`src/rtl/usb_fs_pkg.sv`:
```
// Shared types and constants for the full-speed USB receive path.
// Line states are encoded as {D+, D-} so the decode is a direct cast.
package usb_fs_pkg;

    typedef enum logic [1:0] {
        LS_SE0 = 2'b00,
        LS_K   = 2'b01,
        LS_J   = 2'b10,
        LS_SE1 = 2'b11
    } line_state_t;

    typedef enum logic [1:0] {
        ST_IDLE,
        ST_SYNC,
        ST_DATA,
        ST_WAIT_IDLE
    } rx_state_t;

    localparam int         BIT_PHASES     = 4;
    localparam logic [2:0] SYNC_MIN_ZEROS = 3'd5;
    localparam logic [2:0] STUFF_LEN      = 3'd6;

    function automatic line_state_t decode_ls(input logic dp, input logic dn);
        return line_state_t'({dp, dn});
    endfunction

    function automatic logic is_jk(input line_state_t s);
        return (s == LS_J) || (s == LS_K);
    endfunction

endpackage

```
`src/rtl/usb_fs_dpll.sv`:
```
// Input synchronizer, line-state decode and 4x oversampling bit-clock recovery.
// The phase counter re-centres on every J<->K edge; the strobe lands mid-bit.
module usb_fs_dpll
    import usb_fs_pkg::*;
#(
    parameter int SYNC_STAGES = 2
) (
    input  logic       clk48,
    input  logic       reset_n,
    input  logic       usb_d_p,
    input  logic       usb_d_n,
    output logic [1:0] line_state,
    output logic       bit_strobe
);

    localparam int PH_W = $clog2(BIT_PHASES);

    logic [SYNC_STAGES-1:0] dp_p0;
    logic [SYNC_STAGES-1:0] dn_p0;
    line_state_t            ls_p1;
    line_state_t            prev_ls;
    logic [PH_W-1:0]        phase;
    logic                   jk_change;

    // stage p0: synchronizer chain, idles at J
    always_ff @(posedge clk48 or negedge reset_n) begin
        if (!reset_n) begin
            dp_p0 <= '1;
            dn_p0 <= '0;
        end else begin
            dp_p0[0] <= usb_d_p;
            dn_p0[0] <= usb_d_n;
            for (int i = 1; i < SYNC_STAGES; i++) begin
                dp_p0[i] <= dp_p0[i-1];
                dn_p0[i] <= dn_p0[i-1];
            end
        end
    end

    // stage p1: decoded line state drives edge detect and phase tracking
    assign ls_p1     = decode_ls(dp_p0[SYNC_STAGES-1], dn_p0[SYNC_STAGES-1]);
    assign jk_change = is_jk(ls_p1) && is_jk(prev_ls) && (ls_p1 != prev_ls);

    always_ff @(posedge clk48 or negedge reset_n) begin
        if (!reset_n) begin
            prev_ls <= LS_J;
            phase   <= '0;
        end else begin
            prev_ls <= ls_p1;
            phase   <= jk_change ? '0 : phase + 1'b1;
        end
    end

    assign line_state = ls_p1;
    assign bit_strobe = (phase == PH_W'(1));

endmodule

```
`src/rtl/usb_fs_rx.sv`:
```
// Full-speed USB receiver: NRZI decode, bit unstuffing, packet framing FSM,
// byte assembly and bus-reset detection on top of the recovered bit strobe.
module usb_fs_rx
    import usb_fs_pkg::*;
#(
    parameter int SYNC_STAGES  = 2,
    parameter int RESET_CYCLES = 120
) (
    input  logic       clk48,
    input  logic       reset_n,
    input  logic       usb_d_p,
    input  logic       usb_d_n,
    input  logic       tx_en,
    output logic [7:0] rx_data,
    output logic       rx_valid,
    output logic       rx_pkt_start,
    output logic       rx_pkt_end,
    output logic       rx_err,
    output logic       rx_active,
    output logic       bus_reset
);

    localparam int             RC_W   = $clog2(RESET_CYCLES + 1);
    localparam logic [RC_W-1:0] RC_MAX = RC_W'(RESET_CYCLES);

    logic [1:0]      ls_raw;
    line_state_t     ls;
    logic            bit_strobe;
    logic            nrzi_bit;

    rx_state_t       state, state_nxt;
    line_state_t     last_ls, last_ls_nxt;
    logic [2:0]      zero_cnt, zero_nxt;
    logic [2:0]      ones_cnt, ones_nxt;
    logic [2:0]      bit_cnt, bit_nxt;
    logic [1:0]      se0_cnt, se0_nxt;
    logic            j_cnt, j_nxt;
    logic [7:0]      shreg, shreg_nxt;
    logic [7:0]      rx_data_nxt;
    logic            valid_nxt, start_nxt, end_nxt, err_nxt;
    logic [RC_W-1:0] se0_run;

    usb_fs_dpll #(.SYNC_STAGES(SYNC_STAGES)) u_dpll (
        .clk48      (clk48),
        .reset_n    (reset_n),
        .usb_d_p    (usb_d_p),
        .usb_d_n    (usb_d_n),
        .line_state (ls_raw),
        .bit_strobe (bit_strobe)
    );

    assign ls       = line_state_t'(ls_raw);
    assign nrzi_bit = (ls == last_ls);

    always_comb begin
        state_nxt   = state;
        last_ls_nxt = last_ls;
        zero_nxt    = zero_cnt;
        ones_nxt    = ones_cnt;
        bit_nxt     = bit_cnt;
        se0_nxt     = se0_cnt;
        j_nxt       = j_cnt;
        shreg_nxt   = shreg;
        rx_data_nxt = rx_data;
        valid_nxt   = 1'b0;
        start_nxt   = 1'b0;
        end_nxt     = 1'b0;
        err_nxt     = 1'b0;

        if (bit_strobe) begin
            last_ls_nxt = ls;
        end

        if (tx_en) begin
            state_nxt = ST_IDLE;
        end else if (bit_strobe) begin
            case (state)
                ST_IDLE: begin
                    if (ls == LS_K) begin
                        state_nxt = ST_SYNC;
                        zero_nxt  = 3'd1;
                    end
                end
                ST_SYNC: begin
                    if (!is_jk(ls)) begin
                        state_nxt = ST_IDLE;
                    end else if (!nrzi_bit) begin
                        zero_nxt = (zero_cnt == 3'd7) ? zero_cnt : zero_cnt + 3'd1;
                    end else if (zero_cnt >= SYNC_MIN_ZEROS) begin
                        state_nxt = ST_DATA;
                        start_nxt = 1'b1;
                        ones_nxt  = '0;
                        bit_nxt   = '0;
                        se0_nxt   = '0;
                    end else begin
                        state_nxt = ST_IDLE;
                    end
                end
                ST_DATA: begin
                    if (ls == LS_SE1) begin
                        err_nxt   = 1'b1;
                        state_nxt = ST_WAIT_IDLE;
                        j_nxt     = 1'b0;
                    end else if (ls == LS_SE0) begin
                        if (se0_cnt == 2'd3) begin
                            err_nxt   = 1'b1;
                            state_nxt = ST_WAIT_IDLE;
                            j_nxt     = 1'b0;
                        end else begin
                            se0_nxt = se0_cnt + 2'd1;
                        end
                    end else if (se0_cnt != 2'd0) begin
                        // J after SE0 closes the packet; K after SE0 is a malformed EOP
                        if (ls == LS_J) begin
                            end_nxt   = 1'b1;
                            err_nxt   = (bit_cnt != 3'd0);
                            state_nxt = ST_IDLE;
                        end else begin
                            err_nxt   = 1'b1;
                            state_nxt = ST_WAIT_IDLE;
                            j_nxt     = 1'b0;
                        end
                    end else if (ones_cnt == STUFF_LEN) begin
                        if (nrzi_bit) begin
                            err_nxt   = 1'b1;
                            state_nxt = ST_WAIT_IDLE;
                            j_nxt     = 1'b0;
                        end else begin
                            ones_nxt = '0;
                        end
                    end else begin
                        shreg_nxt = {nrzi_bit, shreg[7:1]};
                        ones_nxt  = nrzi_bit ? ones_cnt + 3'd1 : 3'd0;
                        bit_nxt   = bit_cnt + 3'd1;
                        if (bit_cnt == 3'd7) begin
                            valid_nxt   = 1'b1;
                            rx_data_nxt = {nrzi_bit, shreg[7:1]};
                        end
                    end
                end
                ST_WAIT_IDLE: begin
                    if (ls == LS_J) begin
                        if (j_cnt) begin
                            state_nxt = ST_IDLE;
                            j_nxt     = 1'b0;
                        end else begin
                            j_nxt = 1'b1;
                        end
                    end else begin
                        j_nxt = 1'b0;
                    end
                end
                default: state_nxt = ST_IDLE;
            endcase
        end
    end

    // stage p2: registered FSM state, counters and output strobes
    always_ff @(posedge clk48 or negedge reset_n) begin
        if (!reset_n) begin
            state        <= ST_IDLE;
            last_ls      <= LS_J;
            zero_cnt     <= '0;
            ones_cnt     <= '0;
            bit_cnt      <= '0;
            se0_cnt      <= '0;
            j_cnt        <= 1'b0;
            rx_data      <= '0;
            rx_valid     <= 1'b0;
            rx_pkt_start <= 1'b0;
            rx_pkt_end   <= 1'b0;
            rx_err       <= 1'b0;
        end else begin
            state        <= state_nxt;
            last_ls      <= last_ls_nxt;
            zero_cnt     <= zero_nxt;
            ones_cnt     <= ones_nxt;
            bit_cnt      <= bit_nxt;
            se0_cnt      <= se0_nxt;
            j_cnt        <= j_nxt;
            rx_data      <= rx_data_nxt;
            rx_valid     <= valid_nxt;
            rx_pkt_start <= start_nxt;
            rx_pkt_end   <= end_nxt;
            rx_err       <= err_nxt;
        end
    end

    always_ff @(posedge clk48) begin
        shreg <= shreg_nxt;
    end

    assign rx_active = (state == ST_DATA) && !tx_en;

    // bus reset: saturating count of consecutive synchronized SE0 clocks
    always_ff @(posedge clk48 or negedge reset_n) begin
        if (!reset_n) begin
            se0_run   <= '0;
            bus_reset <= 1'b0;
        end else if (ls != LS_SE0) begin
            se0_run   <= '0;
            bus_reset <= 1'b0;
        end else begin
            if (se0_run != RC_MAX) begin
                se0_run <= se0_run + 1'b1;
            end
            if (se0_run >= RC_MAX - 1'b1) begin
                bus_reset <= 1'b1;
            end
        end
    end

endmodule

```
`config.mk`:
```
export PLATFORM = sky130hd
export DESIGN_NAME = usb_fs_rx
export DESIGN_NICKNAME = d
export VERILOG_FILES = /design/src/rtl/usb_fs_pkg.sv /design/src/rtl/usb_fs_dpll.sv /design/src/rtl/usb_fs_rx.sv
export SDC_FILE = /design/constraint.sdc
export NUM_CORES = 1
export LEC_CHECK = 0
export CORE_MARGIN = 1.5
export CORE_UTILIZATION = 50
export CTS_CLUSTER_DIAMETER = 30
export CTS_CLUSTER_SIZE = 20
export DETAILED_ROUTE_END_ITERATION = 7
export PLACE_DENSITY_LB_ADDON = 0.25
export SETUP_SLACK_MARGIN = 0.4
export SYNTH_ARGS = -nofsm -noshare
export SYNTH_HDL_FRONTEND = slang
export SYNTH_HIERARCHICAL = 1
export SYNTH_SLANG_ARGS = --single-unit
```
`constraint.sdc`:
```
create_clock -name clk48 -period 2.8 [get_ports clk48]
set_input_delay 0.56 -clock clk48 [delete_from_list [all_inputs] [get_ports clk48]]
set_output_delay 0.56 -clock clk48 [all_outputs]
set_load 0.01 [all_outputs]
```
Yosys cells after proc, flatten, opt, wreduce, memory -nomap -nowiden
Cells that the tools add are included. Widths: inputs -> output; s select.

Bitwise operators: 5. Reductions and logical operators: 25. Multiply operators: 0. Shift-type cells: 0. Eq/ne operators: 40. Div/mod/pow operators: 0. $add $sub $neg: 6. Magnitude comparators: 2. Multiplexer cells: 89.

Operators with widths (number): $mux 3 (17); $mux 2 (22); $mux 1 (42); $ne 2x2->1 const B (12); $reduce_and 7->1 (3); $ne 5x5->1 const B (4); $reduce_and 10->1 (2); $pmux 3 s2 (3); $reduce_and 8->1 (2); $reduce_bool 2->1 (8); $mux 7 (2); $eq 2x2->1 const B (6); $ne 3x3->1 const B (4); $ne 6x6->1 const B (2); $add 3x1->3 const B (3); $eq 3x3->1 const B (3); $reduce_and 9->1 (1); $eq 2x1->1 const B (4); $ne 4x4->1 const B (2); $pmux 2 s4 (1); $add 7x1->7 const B (1); $ge 7x7->1 const B (1); $ne 7x7->1 const B (1); $not 1->1 (5); other kinds (11) (16).

Bits in latches: 0. Input port bits: 5. Flip-flop bits (word level): 52. Memories kept: 0. Bits in writable memories: 0. Word-level logic and storage cells: 186. Memory bits (read-only): 0.

Logic depth before layout (Yosys ltp)
Gate-level depths: netlist (run 1).

Depth after elaboration: 9. Depth in mapped cells: 9. Mapped depth without buffers: 7.

Cells and area by module
The synthesis (run 1) kept the hierarchy.

Modules (own cells, without submodules): usb_fs_rx (area each 2253.4 um^2, seq. area each 1112.3 um^2, times used 1, cells an instance 198); usb_fs_dpll (area each 270.3 um^2, seq. area each 203.9 um^2, times used 1, cells an instance 16).

Least setup slack after synthesis (run 1)
Ideal clock, no wire load.

Path kind: reg-to-reg. Start: register u_dpll.dp_p0[1]. End: register rx_data[0]. Path buffers: 1. Period minus slack after synthesis: 2.496 ns. Setup time: 0.125 ns. Slack: 0.304 ns. Required time: 2.675 ns. Stages on the path, launching flop included: 8. Data arrival time: 2.371 ns. Cells stage by stage: dfstp_2 buf_4 inv_1 ha_1 nand2_1 nor3b_1 nand2_2 mux2_2.

Cells in the longest elaborated chain, start to end: 3. Elaborated cells on any way between the ends: 5. Those cells by class: eq/ne: 1; bitwise: 2; reduce/logical: 2.

Ends and longest elaborated chain: from (decl) (line usb_fs_dpll.sv:18) `logic [SYNC_STAGES-1:0] dp_p0;`; from (signal, indexed assignment) (line usb_fs_dpll.sv:34) `dp_p0[i] <= dp_p0[i-1];`; $eq 2x2->1 or $logic_not 2->1 (tied branches) (line usb_fs_rx.sv:100, usb_fs_rx.sv:104); $not 1->1 (no line); $reduce_and 8->1 (no line) *; to (signal assigned) (line usb_fs_rx.sv:181) `rx_data <= rx_data_nxt;`; to (decl) (line usb_fs_rx.sv:14) `output logic [7:0] rx_data,`.

Mark *: on every way between the ends. The rest lies on a longest branch, timed or not. A chain may end at the register's enable or synchronous reset.

Final worst setup path (run 1)
Start: register u_dpll.dp_p0[1]. End: register ones_cnt[1].

Cells in the longest elaborated chain, start to end: 7. Elaborated cells on any way between the ends: 18. Those cells by class: eq/ne: 9; mux: 6; reduce/logical: 3.

Ends and longest elaborated chain: $eq 2x2->1 (line usb_fs_rx.sv:53) `assign nrzi_bit = (ls == last_ls);`; $mux 3 (line usb_fs_rx.sv:133) `ones_nxt = nrzi_bit ? ones_cnt + 3'd1 : 3'd0;`; $mux 3 (line usb_fs_rx.sv:123) `end else if (ones_cnt == STUFF_LEN) begin`; $mux 3 (line usb_fs_rx.sv:112) `end else if (se0_cnt != 2'd0) begin`; $mux 3 (line usb_fs_rx.sv:104) `end else if (ls == LS_SE0) begin`; $mux 3 (line usb_fs_rx.sv:100) `if (ls == LS_SE1) begin`; $pmux 3 s2 (line usb_fs_rx.sv:77) `case (state)`; to (signal assigned) (line usb_fs_rx.sv:177) `ones_cnt <= ones_nxt;`; to (decl) (line usb_fs_rx.sv:34) `logic [2:0] ones_cnt, ones_nxt;`.

Parallel ways exist; a longest one is shown, timed or not. The select of a mux whose other input is x is not followed.

==> impl_metrics.tcl, run 1 <==
set metrics [dict create \
    nets 261 \
    cp.buffers_inverters 1 \
    synth_warnings 6 \
    max_freq_mhz 430 \
    critPathSlowestCell "dfstp_2" \
    synth-simple-area-share_pct 14.4 \
    drc 0 \
    diodes 0 \
    skew_ns 0.00622 \
    power.density_nw_per_um2 600 \
    required_ns 2.99 \
    p_comb_share_pct 17.1 \
    r2r-start "u_dpll/dp_p0[1]$_DFF_PN1_" \
    min_to "u_dpll/dn_p0[1]$_DFF_PN0_" \
    syn_nets 236 \
    timing.critical_path.cells "inv_1, ha_1, nand4b_1, or4_4, o32ai_4, mux2_4" \
    dr.first_iter.drc_count 80 \
    synthToLayoutAreaGrowth_pct 16.4 \
    die_h_um 74.0 \
    cts_buffer_depth 2 \
    num_rows 25 \
    finalMaxSlewViolations 0 \
    worst-path-stages 6 \
    cts_sinks 51 \
    synth_mux_area_share_pct 7.68 \
    p_leak_nw 1.26 \
    layout_min_cycle_time_ns 2.33 \
    synth_edf_count 7 \
    postSynthCellCount 214 \
    final_antenna_net_count 0 \
    setup_slack_ns 0.473 \
    dp_hpwl_um 3020 \
    preCtsSetupSlack_ns 0.263 \
    hp-class "flop to flop" \
    cts_root_buffer "clkbuf_8" \
    async_reset_ff_share_pct 86.3 \
    yosysSeqAreaShare_pct 52.2 \
    worstSetupStartpointType "flop" \
    cpPeakStageDelay_ns 0.57 \
    drtPass1Iterations 4 \
    port_buffers 18 \
    cts_buffers 5 \
    grt_pass1_vias 1588 \
    switchingPower_mw 0.449 \
    clock_latency_ns 0.30 \
    maxSlewHeadroom_pct 34.8 \
    drt-total-wl_um 4260 \
    synthAdderAreaFrac_pct 8.43 \
    hold_viol 0 \
    seqPwrFrac_pct 49.5 \
    r2r_cells 6 \
    gp_congestion 0.885 \
    ys_ff_latch 51 \
    r2r-end "ones_cnt[1]$_DFFE_PN0P_" \
    drive_above_1_share_pct 17.5 \
    crit_arrival_ns 2.51 \
    critical_path.max_fanout 6 \
    rsz0062_at_grt "false" \
    grt_pass1_wl_um 7300 \
    syn_area_per_cell_um2 11.8 \
    max-cap-violations 0 \
    pwr-share-clk_pct 33.5 \
    ios 19 \
    worst_slew_pin_slew_ns 0.978 \
    ys_types 49 \
    hp-start "u_dpll/dn_p0[0]$_DFF_PN0_" \
    synth_compound_area_share_pct 10.9 \
    status "complete, no violations" \
    clkTransAtPathRegs_ns 0.09 \
    holdBufCountCts 0 \
    antenna_found_initial 0 \
    grtUsageTotal_pct 17.3 \
    avgViaCountPerCell 5.41 \
    synth_top_family_by_area "simple AND/OR/NAND/NOR gates" \
    peakVddDrop_mv 0.402 \
    die_w_um 74.0 \
    synth_ff_type "dfrtp_1" \
    syn-cell-area_um2 2520 \
    dieArea_um2 5480 \
    p_int_mw 1.31 \
    grt_max_degree 45 \
    post-route-period-util_pct 83.1 \
    setup_tns_ns 0 \
    core_area_um2 4790 \
    cp-end-kind "flop" \
    fillers 408 \
    critPathTopFamily "simple AND/OR/NAND/NOR gates" \
    finalSetupViolations 0 \
    r2r_slack_ns 0.47 \
    yosys.area_share.xor_xnor_pct 2.33 \
    cts_max_level 2 \
    grt_overflow 0 \
    min_delay_path_depth 0 \
    path_class "flop to flop" \
    routedWlPerCell_um 13.9 \
    initial_core_util_pct 52.7 \
    vias 1662 \
    p_sw_share_pct 25.5 \
    cts_tree "yes" \
]
repair_timing:
item                       in CTS  in global routing
setup endpoints to repair       7                  7
setup buffers                   0                  2
gates resized for setup         2                  1
gates cloned                    0                  0
cell usage after synthesis (3+ instances only):
cell type   n  share of area [%]
a21o_1      3               0.89
a21oi_1     7                1.4
buf_4       3               0.89
dfrtp_1    40                 40
dfstp_2     4                4.2
edfxtp_1    7                8.3
ha_1       17                8.4
inv_1      15                2.2
mux2_2     11                4.9
mux2i_1     4                1.6
nand2_1    11                1.6
nand2b_1    8                2.0
nand3_1     8                1.6
nor2_1     13                1.9
nor2b_1     3               0.74
nor3_1      4               0.79
nor3b_1     3               0.89
o21ai_0    11                2.2
or3_1       3               0.74
flip-flops by register name, summed over array words and instances, names as in the netlist, 3 cells and up:
signal    flops
rx_data       8
se0_run       7
shreg         7
bit_cnt       3
ones_cnt      3
zero_cnt      3
worst register-to-register path, stage by stage (launching register included):
cell and delay (ns):
dfstp_2 0.57, inv_1 0.07, ha_1 0.36, nand4b_1 0.11
or4_4 0.57, o32ai_4 0.21, mux2_4 0.33
metrics by stage:
stage / area, µm² / instances / util [%] / power (mW) / hold slack, ns
2_1_floorplan: 2530 / 214 / - / 1.10 / 0.264
4_1_cts: 2920 / 305 / 61.1 / 1.78 / 0.360
6_report: 2940 / 307 / 61.4 / 1.76 / 0.358
3_5_place_dp: 2780 / 297 / 58.0 / 1.19 / 0.341
5_1_grt: 2940 / 307 / 61.4 / 1.86 / 0.364
3_3_place_gp: 2780 / 297 / 58.0 / 1.18 / 0.338
routing by layer:
| layer | GRT usage, % | share of wire [%] | up-vias |
|---|---|---|---|
| met5 | 0 | 0 | - |
| met4 | 5.56 | 0.82 | 0 |
| met3 | 3.66 | 4.1 | 7 |
| met2 | 26.8 | 47 | 40 |
| met1 | 24.5 | 48 | 818 |
| li1 | - | - | 797 |
power by group through the flow:
stage                     sequential [mW]  combinational [mW]  clock (mW)
after floorplan                     0.873               0.225           0
after CTS                           0.873               0.305       0.603
after global placement              0.886               0.291           0
final                               0.872               0.301       0.590
after global routing                0.882               0.344       0.638
after detailed placement            0.889               0.300           0
layout by cell type (no fill, tap or decap), drive strengths merged, types with 8 or more instances in the layout:
cell type	count
nand2	13
nand3	8
nand2b	8
clkdlybuf4s50	17
ha	17
o21ai	12
mux2	13
inv	15
dfrtp	40
nor2	13
worst max-delay path by stage:
stage,startpoint,endpoint,slack [ns]
floorplan,u_dpll/dp_p0[1]$_DFF_PN1_,ones_cnt[1]$_DFFE_PN0P_,0.42
global placement,u_dpll/dp_p0[1]$_DFF_PN1_,ones_cnt[1]$_DFFE_PN0P_,0.34
detailed placement,u_dpll/dp_p0[1]$_DFF_PN1_,ones_cnt[1]$_DFFE_PN0P_,0.26
CTS,u_dpll/dp_p0[1]$_DFF_PN1_,ones_cnt[1]$_DFFE_PN0P_,0.42
global route,u_dpll/dp_p0[1]$_DFF_PN1_,ones_cnt[1]$_DFFE_PN0P_,0.39
finish,u_dpll/dp_p0[1]$_DFF_PN1_,ones_cnt[1]$_DFFE_PN0P_,0.47
kinds of logic after synthesis:
| logic type | count (synthesis) |
|---|---|
| compound gates | 37 |
| xor+xnor | 5 |
| fa+ha+maj | 17 |
| flops | 51 |
| mux | 17 |
| simple gates | 65 |
| buf+inv | 22 |
final cells by class:
cell class | count | area [µm²] | area share, %
clock buffers | 6 | 72.6 | 2.47
multi-input cells | 141 | 1120 | 38.3
well taps | 67 | 83.8 | 2.85
inverters | 16 | 60.1 | 2.04
repair buffers | 24 | 220 | 7.50
flip-flops and latches | 51 | 1320 | 44.8
clock inverters | 2 | 60.1 | 2.04
No activity file was read; power rests on OpenSTA's default activity.
==> run 2: changes to the inputs <==
==> constraint.sdc (replaced) <==
create_clock -name clk48 -period 2.29 [get_ports clk48]
set_input_delay 0.458 -clock clk48 [delete_from_list [all_inputs] [get_ports clk48]]
set_output_delay 0.458 -clock clk48 [all_outputs]
set_load 0.01 [all_outputs]
==> run 2 against run 1 <==
Net effect: routed wire length rose by 4.8%; clock power down 16%; global-route usage is 0.69 points higher; final cell count grew 4.2%; die area stayed put; sequential share of layout area shrank 2.7 points; setup slack got worse by 0.30 ns; maximum frequency up 10%; core utilization rose by 4.1 points; worst hold slack got worse by 0.15 ns; clock-buffer cell count did not move; sequential power up 23%.
==> impl_metrics.tcl, run 2 (same netlist as run 1, synthesis figures left out) <==
set metrics [dict create \
    final_antenna_net_count 0 \
    r2r-end "ones_cnt[1]$_DFFE_PN0P_" \
    placed_cell_area_um2 2880 \
    maxSlewHeadroom_pct 63.6 \
    cp-end-kind "flop" \
    cpPeakStageDelay_ns 0.59 \
    port_buffers 18 \
    critPathSlowestCell "dfstp_2" \
    grt_pass1_wl_um 7550 \
    drt-total-wl_um 4460 \
    final_common_cell "dfrtp_1" \
    max_freq_mhz 473 \
    ios 19 \
    r2r_cells 6 \
    die_w_um 74.0 \
    largest-register "rx_data" \
    fin_cells 320 \
    critical_path.max_fanout 6 \
    setup_tns_ns 0 \
    status "complete, no violations" \
    p_leak_nw 1.33 \
    crit_arrival_ns 2.31 \
    post-route-period-util_pct 92.4 \
    gp_congestion 0.910 \
    synthToLayoutAreaGrowth_pct 24.2 \
    num_rows 25 \
    dr.first_iter.drc_count 66 \
    vias 1697 \
    peakVddDrop_mv 0.408 \
    worstSetupStartpointType "flop" \
    antenna_found_initial 0 \
    path_class "flop to flop" \
    fin_area_um2 3140 \
    grt_max_degree 45 \
    timing.critical_path.cells "inv_4, ha_4, nand4b_1, or4_4, o32ai_4, mux2_4" \
    holdBufCountCts 0 \
    cts_root_buffer "clkbuf_8" \
    skew_ns 0.00387 \
    hold_viol 0 \
    grtUsageTotal_pct 18.0 \
    cts_max_level 2 \
    cts_buffers 5 \
    largest_reg_flops 8 \
    required_ns 2.48 \
    grt_pass1_vias 1653 \
    drive_above_1_share_pct 28.5 \
    dieArea_um2 5480 \
    clkTransAtPathRegs_ns 0.09 \
    initial_core_util_pct 52.7 \
    clock_latency_ns 0.30 \
    layout_min_cycle_time_ns 2.12 \
    diodes 0 \
    core_area_um2 4790 \
    drc 0 \
    avgViaCountPerCell 5.30 \
    top_regs "rx_data: 8 flops, se0_run: 7 flops, shreg: 7 flops" \
    r2r_slack_ns 0.17 \
    setup.worst_path.end "ones_cnt[1]$_DFFE_PN0P_" \
    power.density_nw_per_um2 643 \
    cts_tree "yes" \
    nets 274 \
    finalMaxSlewViolations 0 \
    grt_overflow 0 \
    cts_buffer_depth 2 \
    final_cell_mix "dfrtp_1 (38), clkdlybuf4s50_1 (16), buf_4 (15)" \
    max-cap-violations 0 \
    r2r-start "u_dpll/dp_p0[1]$_DFF_PN1_" \
    die_h_um 74.0 \
    place_inst 306 \
    routedWlPerCell_um 13.9 \
    cp-startpoint "u_dpll/dp_p0[1]$_DFF_PN1_" \
    cts_sinks 51 \
    rsz0062_at_grt "true" \
    drtPass1Iterations 4 \
    dp_hpwl_um 3030 \
    hp-class "primary input to async pin" \
    worst_slew_pin_slew_ns 0.546 \
    finalSetupViolations 0 \
]
==> run 2: worst max-delay path, delay by kind of cell, from the launching register on <==
| family | cells | cell delay [ns] |
|---|---|---|
| DFF | 1 | 0.59 |
| and+or+nand+nor | 2 | 0.57 |
| muxes | 1 | 0.33 |
| adders and majority gates | 1 | 0.27 |
| AOI/OAI and AO/OA | 1 | 0.21 |
| buffers and inverters | 1 | 0.05 |
==> run 2: worst min-delay path by stage <==
| stage | slack (ns) | start | end |
|---|---|---|---|
| final | 0.21 | reset_n | se0_run[5]$_DFFE_PN0P_ |
| after global routing | 0.27 | reset_n | se0_run[0]$_DFFE_PN0P_ |
| after CTS | 0.24 | reset_n | se0_run[0]$_DFFE_PN0P_ |
| after detailed placement | 0.34 | u_dpll/dn_p0[0]$_DFF_PN0_ | u_dpll/dn_p0[1]$_DFF_PN0_ |
| after global placement | 0.34 | u_dpll/dn_p0[0]$_DFF_PN0_ | u_dpll/dn_p0[1]$_DFF_PN0_ |
| after floorplan | 0.16 | reset_n | bit_cnt[0]$_DFFE_PN0P_ |
==> run 2: area by class of cell <==
| type | count | area, µm² |
|---|---|---|
| clock buffers | 6 | 72.6 |
| clock inverters | 2 | 12.5 |
| repair buffers | 37 | 340 |
| well taps | 67 | 83.8 |
| fillers | 366 | 1650 |
| inverters | 16 | 62.6 |
| multi-input cells | 141 | 1240 |
| flip-flops and latches | 51 | 1320 |
==> run 2: power by group <==
group	internal (mW)	switching, mW	total (mW)	leakage, nW
Clock	0.214	0.283	0.496	0.0412
Sequential	1.00	0.0646	1.07	0.620
Combinational	0.213	0.238	0.451	0.667
Total	1.43	0.585	2.02	1.33
==> run 2: through the flow <==
step	setup slack, ns	power [mW]	util (%)	hold WS (ns)
after floorplan	0.144	1.35	-	0.162
after global placement	0.108	1.47	60.1	0.335
after detailed placement	0.0551	1.48	60.1	0.339
after CTS	0.199	2.01	63.4	0.236
after global routing	0.0678	2.13	65.5	0.270
final	0.174	2.02	65.5	0.212
==> run 2: per-layer routing <==
metal / part of all wire [%] / routed length, µm / track usage, %
met5: 0 / 0 / 0
met4: 1.9 / 84 / 7.00
met3: 3.5 / 157 / 3.79
met2: 47 / 2080 / 27.7
met1: 48 / 2140 / 25.2
==> run 2: what timing repair did <==
| item | in CTS | in global routing |
|---|---|---|
| hold endpoints to repair | 0 | 0 |
| setup buffers | 4 | 2 |
| gates resized for setup | 9 | 23 |
| endpoints found under the setup margin | 13 | 30 |
| pin swaps | 2 | 11 |
==> run 3: changes to the inputs <==
--- a/config.mk
+++ b/config.mk
@@ -11,6 +11,7 @@
 export CTS_CLUSTER_SIZE = 20
 export DETAILED_ROUTE_END_ITERATION = 7
 export PLACE_DENSITY_LB_ADDON = 0.25
+export RECOVER_POWER = 100
 export SETUP_SLACK_MARGIN = 0.4
 export SYNTH_ARGS = -nofsm -noshare
 export SYNTH_HDL_FRONTEND = slang
==> run 3 against run 2 <==
Net effect: die area stayed put; design area is 2.7% lower; core utilization is 1.8 points lower; first-iteration DRC count stayed put; sequential cell count stayed put; via count is 0.53% higher; register-to-register slack worse by 0.04 ns; global-route usage stayed put; clock-buffer cell count stayed put; maximum frequency is 2.0% lower; worst hold slack better by 0.15 ns; largest power group unchanged; highest routed layer unchanged.
==> impl_metrics.tcl, run 3 (same netlist as run 1, synthesis figures left out) <==
set metrics [dict create \
    status "complete, no violations" \
    clock_latency_ns 0.30 \
    post-route-period-util_pct 94.3 \
    drt-total-wl_um 4440 \
    layout_min_cycle_time_ns 2.16 \
    critical_path.max_fanout 6 \
    clkTransAtPathRegs_ns 0.09 \
    maxSlewHeadroom_pct 29.4 \
    gp_congestion 0.910 \
    cts_max_level 2 \
    preCtsSetupSlack_ns 0.0551 \
    largest_reg_flops 8 \
    ios 19 \
    cts_root_buffer "clkbuf_8" \
    crit_arrival_ns 2.35 \
    nets 274 \
    synthToLayoutAreaGrowth_pct 20.9 \
    grtUsageTotal_pct 18.0 \
    vias 1706 \
    num_rows 25 \
    cts_tree "yes" \
    holdWs_ns 0.357 \
    initial_core_util_pct 52.7 \
    finalSetupViolations 0 \
    drtPass1Iterations 4 \
    p_leak_nw 1.35 \
    power.density_nw_per_um2 649 \
    finalMaxSlewViolations 0 \
    top_regs "rx_data: 8 flops, se0_run: 7 flops, shreg: 7 flops" \
    hp-class "flop to flop" \
    grt_pass1_wl_um 7550 \
    cts_buffers 5 \
    setup_slack_ns 0.132 \
    final_common_cell "dfrtp_1" \
    rsz0062_at_grt "true" \
    diodes 0 \
    r2r-end "ones_cnt[1]$_DFFE_PN0P_" \
    routedWlPerCell_um 13.9 \
    dp_hpwl_um 3030 \
    grt_overflow 0 \
    cp-end-kind "flop" \
    core_area_um2 4790 \
    worst_slew_pin_slew_ns 1.06 \
    r2r_slack_ns 0.13 \
    die_w_um 74.0 \
    hold_viol 0 \
    peakVddDrop_mv 0.399 \
    setup_tns_ns 0 \
    final_antenna_net_count 0 \
    min_delay_path_depth 0 \
    worstSetupStartpointType "flop" \
    grt_pass1_vias 1653 \
    die_h_um 74.0 \
    cts_sinks 51 \
    grt_max_degree 45 \
    max-cap-violations 0 \
    drc 0 \
    r2r-start "u_dpll/dp_p0[1]$_DFF_PN1_" \
    largest-register "rx_data" \
    dieArea_um2 5480 \
    holdBufCountCts 0 \
    dr.first_iter.drc_count 66 \
    skew_ns 0.00519 \
    hp-start "u_dpll/dn_p0[0]$_DFF_PN0_" \
    avgViaCountPerCell 5.33 \
    final_cell_mix "dfrtp_1 (38), dlygate4sd3_1 (16), inv_1 (14), ha_1 (14), nor2_1 (13)" \
    path_class "flop to flop" \
    port_buffers 18 \
    required_ns 2.48 \
    final_util_pct 63.8 \
    drive_above_1_share_pct 23.3 \
    cts_buffer_depth 2 \
    antenna_found_initial 0 \
    max_freq_mhz 463 \
    r2r_cells 6 \
    min_to "u_dpll/dn_p0[1]$_DFF_PN0_" \
]
run 3: cell types whose count changed in the layout (fill, tap and decap cells not counted), moves of 5 or more:
cell,before,now
buf_4,15,9
dlygate4sd3_1,0,16
clkbuf_1,1,6
clkdlybuf4s50_1,16,0
run 3: metrics by stage:
step	power (mW)	area (µm²)	instances
floorplan	1.35	2570	214
global placement	1.47	2880	306
detailed placement	1.48	2880	306
CTS	2.01	3030	318
global route	2.10	3050	320
finish	1.98	3050	320
run 3: worst max-delay path: stages, from the launching register on:
cell and delay (ns):
dfstp_2 0.59, inv_4 0.05, ha_4 0.26, nand4b_1 0.08
or4_4 0.48, o32ai_2 0.26, mux2_4 0.33
run 3: per-layer routing:
layer / GRT usage, % / part of all wire [%] / vias to the layer above
met5: 0 / 0 / -
met2: 27.7 / 46 / 49
met1: 25.2 / 47 / 825
li1: - / - / 823
met4: 7.00 / 1.9 / 0
met3: 3.79 / 4.5 / 9
run 3: how the worst max path moves through the flow:
stage / cells after the start / from / slack (ns) / end
6_report: 6 / u_dpll/dp_p0[1]$_DFF_PN1_ / 0.13 / ones_cnt[1]$_DFFE_PN0P_
5_1_grt: 7 / u_dpll/dp_p0[1]$_DFF_PN1_ / 0.05 / zero_cnt[2]$_DFFE_PN0P_
4_1_cts: 6 / u_dpll/dp_p0[1]$_DFF_PN1_ / 0.20 / ones_cnt[1]$_DFFE_PN0P_
3_5_place_dp: 6 / u_dpll/dp_p0[1]$_DFF_PN1_ / 0.06 / ones_cnt[1]$_DFFE_PN0P_
3_3_place_gp: 6 / u_dpll/dp_p0[1]$_DFF_PN1_ / 0.11 / ones_cnt[1]$_DFFE_PN0P_
2_1_floorplan: 8 / u_dpll/dp_p0[1]$_DFF_PN1_ / 0.14 / ones_cnt[1]$_DFFE_PN0P_
run 3: layout make-up:
| class | instances | area [µm²] |
|---|---|---|
| Tap cell | 67 | 83.8 |
| Clock buffer | 6 | 72.6 |
| Inverter | 16 | 62.6 |
| Multi-Input combinational cell | 141 | 1190 |
| Sequential cell | 51 | 1320 |
| Timing Repair Buffer | 37 | 315 |
| Clock inverter | 2 | 12.5 |
| Fill cell | 391 | 1730 |
run 3: where the power goes:
part	switching, mW	total [mW]	internal (mW)	leakage, nW
combinational	0.221	0.417	0.196	0.687
clock	0.283	0.497	0.214	0.0412
sequential	0.0640	1.07	1.00	0.620
total	0.568	1.98	1.41	1.35
run 3: timing repair:
item | 4_1_cts | 5_1_grt
gates resized for setup | 9 | 23
endpoints found under the setup margin | 13 | 30
cloned | 0 | 0
pin swaps | 2 | 11
buffers inserted | 4 | 2
